===== config.mk =====
export PLATFORM = sky130hd
export DESIGN_NAME = multicycle_sequencer
export DESIGN_NICKNAME = d
export VERILOG_FILES = /design/src/rtl/multicycle_sequencer.sv
export SDC_FILE = /design/constraint.sdc
export NUM_CORES = 1
export LEC_CHECK = 0
export CORE_MARGIN = 2
export CORE_UTILIZATION = 40
export DETAILED_ROUTE_END_ITERATION = 12
export GPL_ROUTABILITY_DRIVEN = 0
export PLACE_DENSITY = 0.88
export SLEW_MARGIN = 10
export SYNTH_ARGS = -nofsm -noshare
export SYNTH_HDL_FRONTEND = slang
export SYNTH_SLANG_ARGS = --single-unit

===== constraint.sdc =====
create_clock -name clk -period 3.79 [get_ports clk]
set_input_delay 0.758 -clock clk [delete_from_list [all_inputs] [get_ports clk]]
set_output_delay 0.758 -clock clk [all_outputs]
set_load 0.005 [all_outputs]

===== src/rtl/multicycle_sequencer.sv =====
// -----------------------------------------------------------------------------
// multicycle_sequencer
//
// Multi-cycle control FSM for the 8-bit data / 16-bit instruction datapath.
// A single memory port is shared between instruction fetch and data access,
// so each instruction is spread over fetch, decode, execute, memory and
// writeback states. Memory accesses handshake through mem_req/mem_ready and
// are bounded by a wait counter. If the counter expires, the sequencer traps
// into a sticky FAULT state. Illegal opcodes also trap into FAULT.
//
// Optional feature (macro SEQ_PERF_COUNTERS_EN): when the macro is defined,
// the outputs cyc_count and retired are added. cyc_count counts non-FAULT
// cycles and retired counts completed instructions. Both are CNT_W bits wide
// and wrap.
//
// Parameters:
//   WAIT_LIMIT : maximum consecutive cycles a memory state may wait for
//                mem_ready before FAULT. 0 disables the timeout.
//   CNT_W      : width of the optional performance counters.
//
// Ports:
//   clk        in   system clock, rising edge
//   reset      in   asynchronous active-high reset
//   instr      in   instruction register: op=[15:13], funct=[1:0]
//   alu_flags  in   {N,Z,C,V} from the ALU in the current cycle
//   mem_ready  in   memory completes the access in this cycle
//   mem_req    out  memory access request
//   mem_write  out  write strobe; a write commits on mem_req && mem_ready
//   adr_src    out  0 = PC address, 1 = ALU result address
//   ir_write   out  load instruction register
//   pc_write   out  load PC
//   pc_src     out  0 = PC+1, 1 = branch target
//   reg_write  out  register file write enable
//   alu_src_b  out  0 = rd2, 1 = zero-extended imm
//   alu_ctrl   out  ALU operation
//   result_src out  0 = ALU result, 1 = memory read data
//   fault      out  sticky timeout / illegal-op indicator
//   state      out  current FSM state (debug)
//   cyc_count  out  (SEQ_PERF_COUNTERS_EN) non-FAULT cycle count
//   retired    out  (SEQ_PERF_COUNTERS_EN) retired instruction count
// -----------------------------------------------------------------------------
module multicycle_sequencer #(
    parameter int WAIT_LIMIT = 15,
    parameter int CNT_W      = 16
) (
    input  logic              clk,
    input  logic              reset,
    input  logic [15:0]       instr,
    input  logic [3:0]        alu_flags,
    input  logic              mem_ready,
    output logic              mem_req,
    output logic              mem_write,
    output logic              adr_src,
    output logic              ir_write,
    output logic              pc_write,
    output logic              pc_src,
    output logic              reg_write,
    output logic              alu_src_b,
    output logic [1:0]        alu_ctrl,
    output logic              result_src,
    output logic              fault,
    output logic [3:0]        state
`ifdef SEQ_PERF_COUNTERS_EN
    ,
    output logic [CNT_W-1:0]  cyc_count,
    output logic [CNT_W-1:0]  retired
`endif
);

    typedef enum logic [3:0] {
        st_fetch   = 4'd0,
        st_decode  = 4'd1,
        st_exec_r  = 4'd2,
        st_exec_i  = 4'd3,
        st_alu_wb  = 4'd4,
        st_mem_adr = 4'd5,
        st_mem_rd  = 4'd6,
        st_mem_wb  = 4'd7,
        st_mem_wr  = 4'd8,
        st_branch  = 4'd9,
        st_fault   = 4'd15
    } state_t;

    // The wait counter only has to reach WAIT_LIMIT. With the timeout
    // disabled, it is one bit wide and wraps freely.
    localparam int WCW = (WAIT_LIMIT > 1) ? $clog2(WAIT_LIMIT + 1) : 1;
    localparam logic [WCW-1:0] WAIT_MAX = WCW'(WAIT_LIMIT);

    generate
        if (CNT_W < 1) begin : g_bad_cnt_w
            $error("multicycle_sequencer: CNT_W must be at least 1");
        end
    endgenerate

    state_t          state_reg, state_next;
    logic [WCW-1:0]  wait_cnt_reg, wait_cnt_next;
    logic [3:0]      flags_reg;

    logic [2:0]      op;
    logic [1:0]      funct;
    logic            mem_state;
    logic            timeout;

    assign op    = instr[15:13];
    assign funct = instr[1:0];
    assign state = state_reg;

    // Only Z takes part in sequencing. The other flag bits and the register
    // fields are consumed by the datapath, not here.
    logic unused_bits;
    assign unused_bits = ^{instr[12:2], flags_reg[3], flags_reg[1:0]};

    // FETCH, MEM_RD and MEM_WR are the only states that wait on memory.
    assign mem_state = (state_reg == st_fetch) || (state_reg == st_mem_rd) ||
                       (state_reg == st_mem_wr);

    // If mem_ready arrives in the limit cycle, the access completes instead of
    // trapping, because timeout is qualified with !mem_ready.
    assign timeout = (WAIT_LIMIT > 0) && mem_state && !mem_ready &&
                     (wait_cnt_reg == WAIT_MAX);

    // The counter clears on entry to a memory state, because every path into
    // one comes from a non-waiting cycle. It also clears on any ready cycle.
    assign wait_cnt_next = (mem_state && !mem_ready) ? (wait_cnt_reg + WCW'(1)) : '0;

    always_ff @(posedge clk or posedge reset) begin
        if (reset) begin
            state_reg    <= st_fetch;
            wait_cnt_reg <= '0;
            flags_reg    <= '0;
        end else begin
            state_reg    <= state_next;
            wait_cnt_reg <= wait_cnt_next;
            if ((state_reg == st_exec_r) || (state_reg == st_exec_i)) begin
                flags_reg <= alu_flags;
            end
        end
    end

    always_comb begin
        state_next = state_reg;
        mem_req    = 1'b0;
        mem_write  = 1'b0;
        adr_src    = 1'b0;
        ir_write   = 1'b0;
        pc_write   = 1'b0;
        pc_src     = 1'b0;
        reg_write  = 1'b0;
        alu_src_b  = 1'b0;
        alu_ctrl   = 2'b00;
        result_src = 1'b0;
        fault      = 1'b0;

        case (state_reg)
            st_fetch: begin
                mem_req = 1'b1;
                if (mem_ready) begin
                    ir_write   = 1'b1;
                    pc_write   = 1'b1;
                    state_next = st_decode;
                end else if (timeout) begin
                    state_next = st_fault;
                end
            end
            st_decode: begin
                case (op)
                    3'b000:         state_next = st_exec_r;
                    3'b001:         state_next = st_exec_i;
                    3'b010, 3'b011: state_next = st_mem_adr;
                    3'b100:         state_next = st_branch;
                    // BEQ uses the Z latched by the last ALU instruction.
                    3'b101:         state_next = flags_reg[2] ? st_branch : st_fetch;
                    default:        state_next = st_fault;
                endcase
            end
            st_exec_r: begin
                alu_ctrl   = funct;
                state_next = st_alu_wb;
            end
            st_exec_i: begin
                alu_src_b  = 1'b1;
                alu_ctrl   = funct;
                state_next = st_alu_wb;
            end
            st_alu_wb: begin
                reg_write  = 1'b1;
                state_next = st_fetch;
            end
            st_mem_adr: begin
                alu_src_b = 1'b1;
                case (op)
                    3'b010:  state_next = st_mem_rd;
                    3'b011:  state_next = st_mem_wr;
                    default: state_next = st_fault;
                endcase
            end
            st_mem_rd: begin
                mem_req = 1'b1;
                adr_src = 1'b1;
                if (mem_ready) begin
                    state_next = st_mem_wb;
                end else if (timeout) begin
                    state_next = st_fault;
                end
            end
            st_mem_wb: begin
                reg_write  = 1'b1;
                result_src = 1'b1;
                state_next = st_fetch;
            end
            st_mem_wr: begin
                mem_req   = 1'b1;
                adr_src   = 1'b1;
                mem_write = 1'b1;
                if (mem_ready) begin
                    state_next = st_fetch;
                end else if (timeout) begin
                    state_next = st_fault;
                end
            end
            st_branch: begin
                alu_src_b  = 1'b1;
                pc_write   = 1'b1;
                pc_src     = 1'b1;
                state_next = st_fetch;
            end
            st_fault: begin
                fault = 1'b1;
            end
            default: begin
                state_next = st_fault;
            end
        endcase

        // While reset is held, every strobe is forced low. This stops an
        // in-flight access at once, so a write cannot commit under reset.
        if (reset) begin
            mem_req    = 1'b0;
            mem_write  = 1'b0;
            adr_src    = 1'b0;
            ir_write   = 1'b0;
            pc_write   = 1'b0;
            pc_src     = 1'b0;
            reg_write  = 1'b0;
            alu_src_b  = 1'b0;
            alu_ctrl   = 2'b00;
            result_src = 1'b0;
            fault      = 1'b0;
        end
    end

`ifdef SEQ_PERF_COUNTERS_EN
    always_ff @(posedge clk or posedge reset) begin
        if (reset) begin
            cyc_count <= '0;
            retired   <= '0;
        end else begin
            if (state_reg != st_fault) begin
                cyc_count <= cyc_count + CNT_W'(1);
            end
            // Every completed instruction ends with a return to FETCH.
            if ((state_reg != st_fetch) && (state_next == st_fetch)) begin
                retired <= retired + CNT_W'(1);
            end
        end
    end
`endif

endmodule


# After elaboration in Yosys (flattened, before gate mapping)
# Cells that the tools add are included.
# totals
ff_bits	11
mem_bits_ro	0
ramBits	0
output_inout_bits	16
latchBits	0
mem_count	0
elab_cells	67
inputBits	23
# classes
shifts	0
n_reduce_logical	15
add_sub_neg	1
bitwise_logic	0
muxes	32
mul	0
div_mod_pow	0
n_eq_ne	16
magnitude_cmp	0
# op_table
cell	n
case mux 4 bit (8 select lines)	1
2-to-1 mux 4 bit	6
2-to-1 mux 1 bit	20
case mux 4 bit (5 select lines)	1
equality test 4 x 3 -> 1 bit (second input constant)	4
equality test 4 bit (second input constant)	4
OR reduction 3 bit	3
equality test 4 x 2 -> 1 bit (second input constant)	2
case mux 4 bit (2 select lines)	1
OR reduction 2 bit	4
equality test 3 x 2 -> 1 bit (second input constant)	2
equality test 3 bit (second input constant)	2
adder 4 x 1 -> 4 bit (second input constant)	1
equality test 4 x 1 -> 1 bit (second input constant)	1
zero test 4 bit	1
2-to-1 mux 2 bit	2
equality test 3 x 1 -> 1 bit (second input constant)	1
zero test 3 bit	1
logical OR 1 bit	3
logical AND 1 bit	2
case mux 1 bit (2 select lines)	1
zero test 1 bit	1

# Longest topological paths before layout
# Gate-level depths: netlist (run 1).
# depth
word_depth	8
mapped_depth	5
ltp_nobuf	5

# Worst setup path before layout (run 1)
# OpenSTA, ideal clock, no wires.
# synth_path
path_type	input port to output port
start	in reset
end	out pc_write
n_path_buf	0
arrival_ps	1424
path_slack_ps	1608
required_time_ps	3032
cell_stages	4
path_cell_list	inv_1 -> nand2_1 -> nor2_1 -> or2_1
# synth_between
elab_chain_len	1
# synth_lines
item	line	text
from (decl)	47	input logic reset,
2-to-1 mux 1 bit	237	if (reset) begin
to (decl)	55	output logic pc_write,
# Every way passes these cells.

# Worst setup path after layout (run 1)
# Same ends and word-level chain as after synthesis.

==> run_results.csv, run 1 <==
group,metric,value,unit
setup_path,crit_top_cell,"clkdlybuf4s50_1",
cts,post-cts-setup-buffer-count,0,
timing,worstMarginPinSlew,518.5,ps
route,dr.first_iter.drc_count,17,
route,drc,0,
grt,grt_pass1_vias,623,
timing,finalClockSkew,5.206,ps
cts,insertion_delay,250,ps
yosys,avgSynthCellArea,7.915,µm²
timing,relSlewSlack,0.6543,
cts,cts_max_level,1,
power,switchingPower,39.05,µW
floorplan,core_region_area,1689,µm²
timing,setup_violations,0,
route,firstDrtPassIters,4,
grt,antenna_found_initial,0,
grt,grt_pass1_wl,2.732,mm
power,swShare,0.2090,
cts,cts_resized,0,
route,vias_per_cell,5.534,
cts,cts_buffer_depth,2,
grt,grt.total_usage,0.1840,
cts,cts_hold_buf,0,
setup_path,cp-end-kind,"output port",
floorplan,start_util,0.4170,
grt,grt_max_degree,17,
timing,whs,464.8,ps
power,p_int,147.8,µW
layout,fillers,150,
power,p_leak,0.0004045,µW
timing,rsz0062_at_grt,"false",
floorplan,io_pins,39,
setup_path,path_depth,6,
timing,max_freq,334.9,MHz
job,max_cap_viol_count,0,
worst_hold_path,hold_class,"register to register",
layout,diodes,0,
yosys,synth_area,704.4,µm²
place,port_buffers,24,
setup_path,required,3030,ps
timing,slew_violations,0,
cts,cts_tree,"done",
layout,layout.nets,139,
timing,final-hold-violation-count,0,
setup_path,reg2reg_depth,4,
layout,finalNonFillerCells,131,
route,routed_wl,1.737,mm
place,dp.cells,127,
setup_path,crit_path_start_kind,"input port",
yosys,synth_cell_types,36,
setup_path,slowest_stage,"clkdlybuf4s50_1",
floorplan,fp-row-count,15,
timing,finalCriticalPeriod,2986,ps
power,vdd_ir_drop_max,0.1780,mV
floorplan,die_w,45.97,µm
layout,synthToLayoutAreaGrowth,38.19,%
cts,cts_made_buffers,3,
power,power_frac_seq,0.521,
grt,overflow,0,
setup_path,path_cells,"clkdlybuf4s50_1, inv_1, nand2_1, nor2_1, or2_1, clkdlybuf4s50_1",
setup_path,worst-path-buf-inv,3,
power,clkPwrFrac,0.374,
yosys,yosys_warnings,0,
route,wl_per_cell,13.26,µm
setup_path,crit_type,"input port to output port",
route,ant_nets,0,
timing,fin_setup_tns,0,ps
cts,path_clk_slew,50,ps
timing,period_share,0.7879,
yosys,synth_cells,89,
yosys,ys_seq_elements,9,
yosys,seq_area_frac_synth,0.3197,
setup_path,cp_top_family,"buffers and inverters",
place,hpwl,1.334,mm
power,pwr_density_cell,191.9,nW/µm²
setup_path,cp_data_arrival_time,2230,ps
power,p_comb_frac,0.104,
setup_path,crit_fanout,5,
route,vias,725,
floorplan,die-area,2113,µm²
worst_hold_path,hold_path_depth,1,
yosys,ys.flop_type,"dfrtp_1",
cts,cts-root-buf,"clkbuf_4",
yosys,mappedNetlistNets,113,
layout,drive_gt1_frac,0.07018,
yosys,synth-edff-count,0,
cts,clock-sinks,9,
setup_path,cp_slowest_stage_delay,540,ps
floorplan,die_h,45.97,µm
run_status,status,"completed",
yosys,synthArstFlopShare,1.000,
==> cells in the final DEF, fill, tap and decap left out, drive strengths merged, types with 3 or more instances in the layout <==
cell           instances
o21ai                  6
clkdlybuf4s50         24
nand2                  7
nand3                  6
clkbuf                 4
a21oi                  3
inv                    5
dfrtp                  9
nor3                   4
nor2                  14
==> metal layers <==
| layer | part of all wire | track usage | vias up | wire length (µm) |
|---|---|---|---|---|
| li1 | - | - | 364 | - |
| met1 | 0.44 | 0.2451 | 344 | 767 |
| met2 | 0.51 | 0.2833 | 15 | 882 |
| met3 | 0.041 | 0.05952 | 2 | 72 |
| met4 | 0.0081 | 0.05143 | 0 | 14 |
| met5 | 0 | 0 | - | 0 |
==> worst paths after layout <==
path / startpoint / end / slack [ps]
setup / recovery: reset / pc_write / 800
hold / removal: wait_cnt_reg[0] / wait_cnt_reg[0] / 460
setup reg to reg: state[1] / state[3] / 2240
hold reg to reg: wait_cnt_reg[0] / wait_cnt_reg[0] / 460
max in group asynchronous: reset / wait_cnt_reg[2] / 2740
min in group asynchronous: reset / state[0] / 910
==> cells in the mapped netlist (2+ instances only) <==
| cell type | instances | area share |
|---|---|---|
| xor2_1 | 2 | 0.025 |
| o21ai_0 | 3 | 0.021 |
| dfrtp_1 | 9 | 0.32 |
| xnor2_1 | 2 | 0.025 |
| buf_2 | 3 | 0.021 |
| nand2b_1 | 2 | 0.018 |
| nor2_1 | 14 | 0.075 |
| nor3_1 | 4 | 0.028 |
| nor2b_1 | 2 | 0.018 |
| and2_1 | 2 | 0.018 |
| nand3_1 | 6 | 0.043 |
| a32oi_1 | 2 | 0.025 |
| nand2_1 | 7 | 0.037 |
| a21oi_1 | 3 | 0.021 |
| o21ai_1 | 3 | 0.021 |
| inv_1 | 5 | 0.027 |
==> metrics by stage <==
stage / power (µW) / area (µm²) / utilization / worst slack, ps
floorplan: 104.4 / 704.4 / - / 1608
global placement: 117.7 / 947.2 / 0.5607 / 807.4
detailed placement: 118.5 / 947.2 / 0.5607 / 803.7
CTS: 189.8 / 973.4 / 0.5763 / 803.5
global route: 195.5 / 973.4 / 0.5763 / 699.7
finish: 186.8 / 973.4 / 0.5763 / 803.8
==> power by group through the flow <==
stage | Combinational [µW] | Clock [µW] | Sequential [µW]
3_5_place_dp | 19.5 | 0 | 99.1
2_1_floorplan | 5.56 | 0 | 98.8
6_report | 19.5 | 69.9 | 97.4
5_1_grt | 21.3 | 76.8 | 97.3
4_1_cts | 19.6 | 72.9 | 97.3
3_3_place_gp | 18.7 | 0 | 99.0
==> cell type report <==
type                            instances  area (µm²)  share of cell area
Sequential cell                         9       225.2              0.2314
Clock buffer                            4       26.28             0.02699
Tap cell                               17       21.27             0.02185
Timing Repair Buffer                   25       247.7              0.2545
Multi-Input combinational cell         71       434.2              0.4460
Inverter                                5       18.77             0.01928
==> cells by family (layout without fill, tap and decap cells) <==
| group | Yosys count | in the layout | share of synthesized area |
|---|---|---|---|
| AOI/OAI and AO/OA | 20 | 20 | 0.2025 |
| xor gates and xnor gates | 4 | 4 | 0.04974 |
| adders and majority gates | 1 | 1 | 0.01776 |
| buffers and inverters | 9 | 34 | 0.06394 |
| DFF | 9 | 9 | 0.3197 |
| muxes | 1 | 1 | 0.01598 |
| and+or+nand+nor | 45 | 45 | 0.3304 |
Power figures use the tool's default switching activity.
==> inputs of run 2 (changes only) <==
--- a/config.mk
+++ b/config.mk
@@ -6,10 +6,10 @@
 export NUM_CORES = 1
 export LEC_CHECK = 0
 export CORE_MARGIN = 2
-export CORE_UTILIZATION = 40
+export CORE_UTILIZATION = 34
 export DETAILED_ROUTE_END_ITERATION = 12
 export GPL_ROUTABILITY_DRIVEN = 0
-export PLACE_DENSITY = 0.88
+export PLACE_DENSITY = 0.8
 export SLEW_MARGIN = 10
 export SYNTH_ARGS = -nofsm -noshare
 export SYNTH_HDL_FRONTEND = slang
==> constraint.sdc (replaced) <==
create_clock -name clk -period 2.5 [get_ports clk]
set_input_delay 0.5 -clock clk [delete_from_list [all_inputs] [get_ports clk]]
set_output_delay 0.5 -clock clk [all_outputs]
set_load 0.005 [all_outputs]
==> run 2 against run 1 <==
Compared with the run above: clock skew rose by 2.2 ps; cell area grew 5.3%; combinational power increased by 56%; via count is 1.5% higher; sequential cell count unchanged; largest cell class unchanged; highest routed layer is now met3.
==> run_results.csv, run 2 (synthesis gave the netlist of run 1 again) <==
group,metric,value,unit
run_status,status,"completed",
route,routed_wl,1.730,mm
setup_path,worst-path-buf-inv,1,
layout,layout.nets,143,
power,pwr_density_cell,282.0,nW/µm²
setup_path,cp_slowest_stage_delay,490,ps
cts,cts_hold_buf,0,
route,drc,0,
route,wl_met3,91,µm
timing,worstMarginPinSlew,355.0,ps
route,met1_length,758,µm
cts,insertion_delay,260,ps
cts,cts_tree,"done",
worst_hold_path,hold_class,"input port to asynchronous set/reset pin",
grt,grt_pass1_wl,2.911,mm
route,ant_nets,0,
floorplan,die-area,2452,µm²
cts,cts_buffer_depth,2,
route,vias,736,
power,finalPower,288.9,µW
setup_path,cp-end-kind,"output port",
power,power_frac_seq,0.510,
power,swShare,0.2211,
layout,layout_commonest_cell,"clkdlybuf4s50_1",
setup_path,crit_fanout,7,
place,hpwl,1.379,mm
power,p_leak,0.0004314,µW
floorplan,die_h,49.52,µm
power,switchingPower,63.89,µW
timing,finalCriticalPeriod,2342,ps
power,vdd_ir_drop_max,0.3615,mV
setup_path,slowest_stage,"clkdlybuf4s50_1",
power,clkPwrFrac,0.384,
grt,grt_pass1_vias,669,
route,dr.first_iter.drc_count,8,
setup_path,path_depth,4,
cts,post-cts-setup-buffer-count,0,
cts,cts_max_level,1,
grt,grt.total_usage,0.1533,
setup_path,crit_path_start_kind,"register",
cts,path_clk_slew,60,ps
setup_path,cp_top_family,"simple AND/OR/NAND/NOR gates",
timing,final-hold-violation-count,0,
cts,clock-sinks,9,
layout,diodes,0,
power,p_int,225.0,µW
timing,rsz0062_at_grt,"false",
place,port_buffers,24,
floorplan,die_w,49.52,µm
setup_path,cp_data_arrival_time,1840,ps
grt,grt_max_degree,15,
floorplan,io_pins,39,
cts,cts_made_buffers,3,
setup_path,reg2reg_depth,5,
setup_path,r2r_slack,940,ps
layout,layout_common_cells,"clkdlybuf4s50_1, nor2_1, dfrtp_1",
timing,finalClockSkew,7.418,ps
grt,overflow,0,
layout,synthToLayoutAreaGrowth,45.47,%
route,wl_per_cell,11.93,µm
route,wl_met2,880,µm
route,vias_per_cell,5.076,
timing,slew_violations,0,
timing,relSlewSlack,0.7627,
grt,antenna_found_initial,0,
timing,fin_ws,157.8,ps
setup_path,required,2000,ps
setup_path,path_cells,"or2_4, nor3_2, or2_1, clkdlybuf4s50_1",
power,p_comb_frac,0.106,
layout,drive_gt1_frac,0.1186,
cts,cts-root-buf,"clkbuf_4",
floorplan,fp-row-count,16,
place,dp_slack,-11.14,ps
route,firstDrtPassIters,4,
timing,setup_violations,0,
timing,max_freq,426.9,MHz
floorplan,core_region_area,1962,µm²
setup_path,crit_type,"register to output port",
job,max_cap_viol_count,0,
floorplan,start_util,0.3591,
layout,fillers,203,
timing,period_share,0.9369,
route,top_layer,"met3",
[run 2: cell count changes in the layout (fill, tap and decap cells not counted)]
cell and change:
buf_4 +4, nor3_1 -1, dfrtp_2 +1, clkdlybuf4s50_1 -1, dfrtp_1 -1, nor3_2 +1, dlymetal6s2s_1 +1
[run 2: cell type report]
type / instances / area (µm²) / area share
clock buffer: 4 / 26.28 / 0.02564
sequential: 9 / 226.5 / 0.2210
inverter: 5 / 18.77 / 0.01832
timing repair buffer: 29 / 280.3 / 0.2735
tap: 27 / 33.78 / 0.03297
multi-input combinational: 71 / 439.2 / 0.4286
[run 2: worst paths after layout]
path,from,end
worst max-delay path,state[1],pc_write
worst min register to register,wait_cnt_reg[0],wait_cnt_reg[0]
worst min-delay path,reset,state[2]
max in group asynchronous,reset,state[2]
min in group clk,wait_cnt_reg[0],wait_cnt_reg[0]
worst max register to register,state[0],state[3]
[run 2: repair_timing]
action,4_1_cts,5_1_grt
endpoints found under the setup margin,1,7
gates resized for setup,1,2
pin swaps,1,0
[run 2: routing by layer]
layer  up-vias  GRT usage
met5         -          0
met4         0    0.02778
met3         0    0.05758
met2        17     0.2725
met1       347     0.1765
li1        372          -
[run 2: tightest hold or removal path, cell delays in order]
cell	delay [ps]
dlymetal6s2s_1	160
inv_1	90
buf_4	190
[run 2: power by group through the flow]
stage          combinational [µW]  sequential, µW  clock (µW)
2_1_floorplan                8.44             150           0
3_3_place_gp                 29.7             150           0
3_5_place_dp                 30.7             150           0
4_1_cts                      30.9             148         115
5_1_grt                      33.4             148         122
6_report                     30.5             147         111
[run 2: stage by stage]
step | utilization | instance area [µm²] | hold WS, ps | cells | setup TNS (ps)
after global placement | 0.5045 | 989.7 | 443.7 | 141 | 0
after global routing | 0.5223 | 1025 | 354.8 | 145 | 0
after floorplan | - | 704.4 | 341.2 | 89 | 0
after detailed placement | 0.5045 | 989.7 | 454.2 | 141 | -11.14
after CTS | 0.5204 | 1021 | 461.5 | 145 | 0
final | 0.5223 | 1025 | 328.8 | 145 | 0
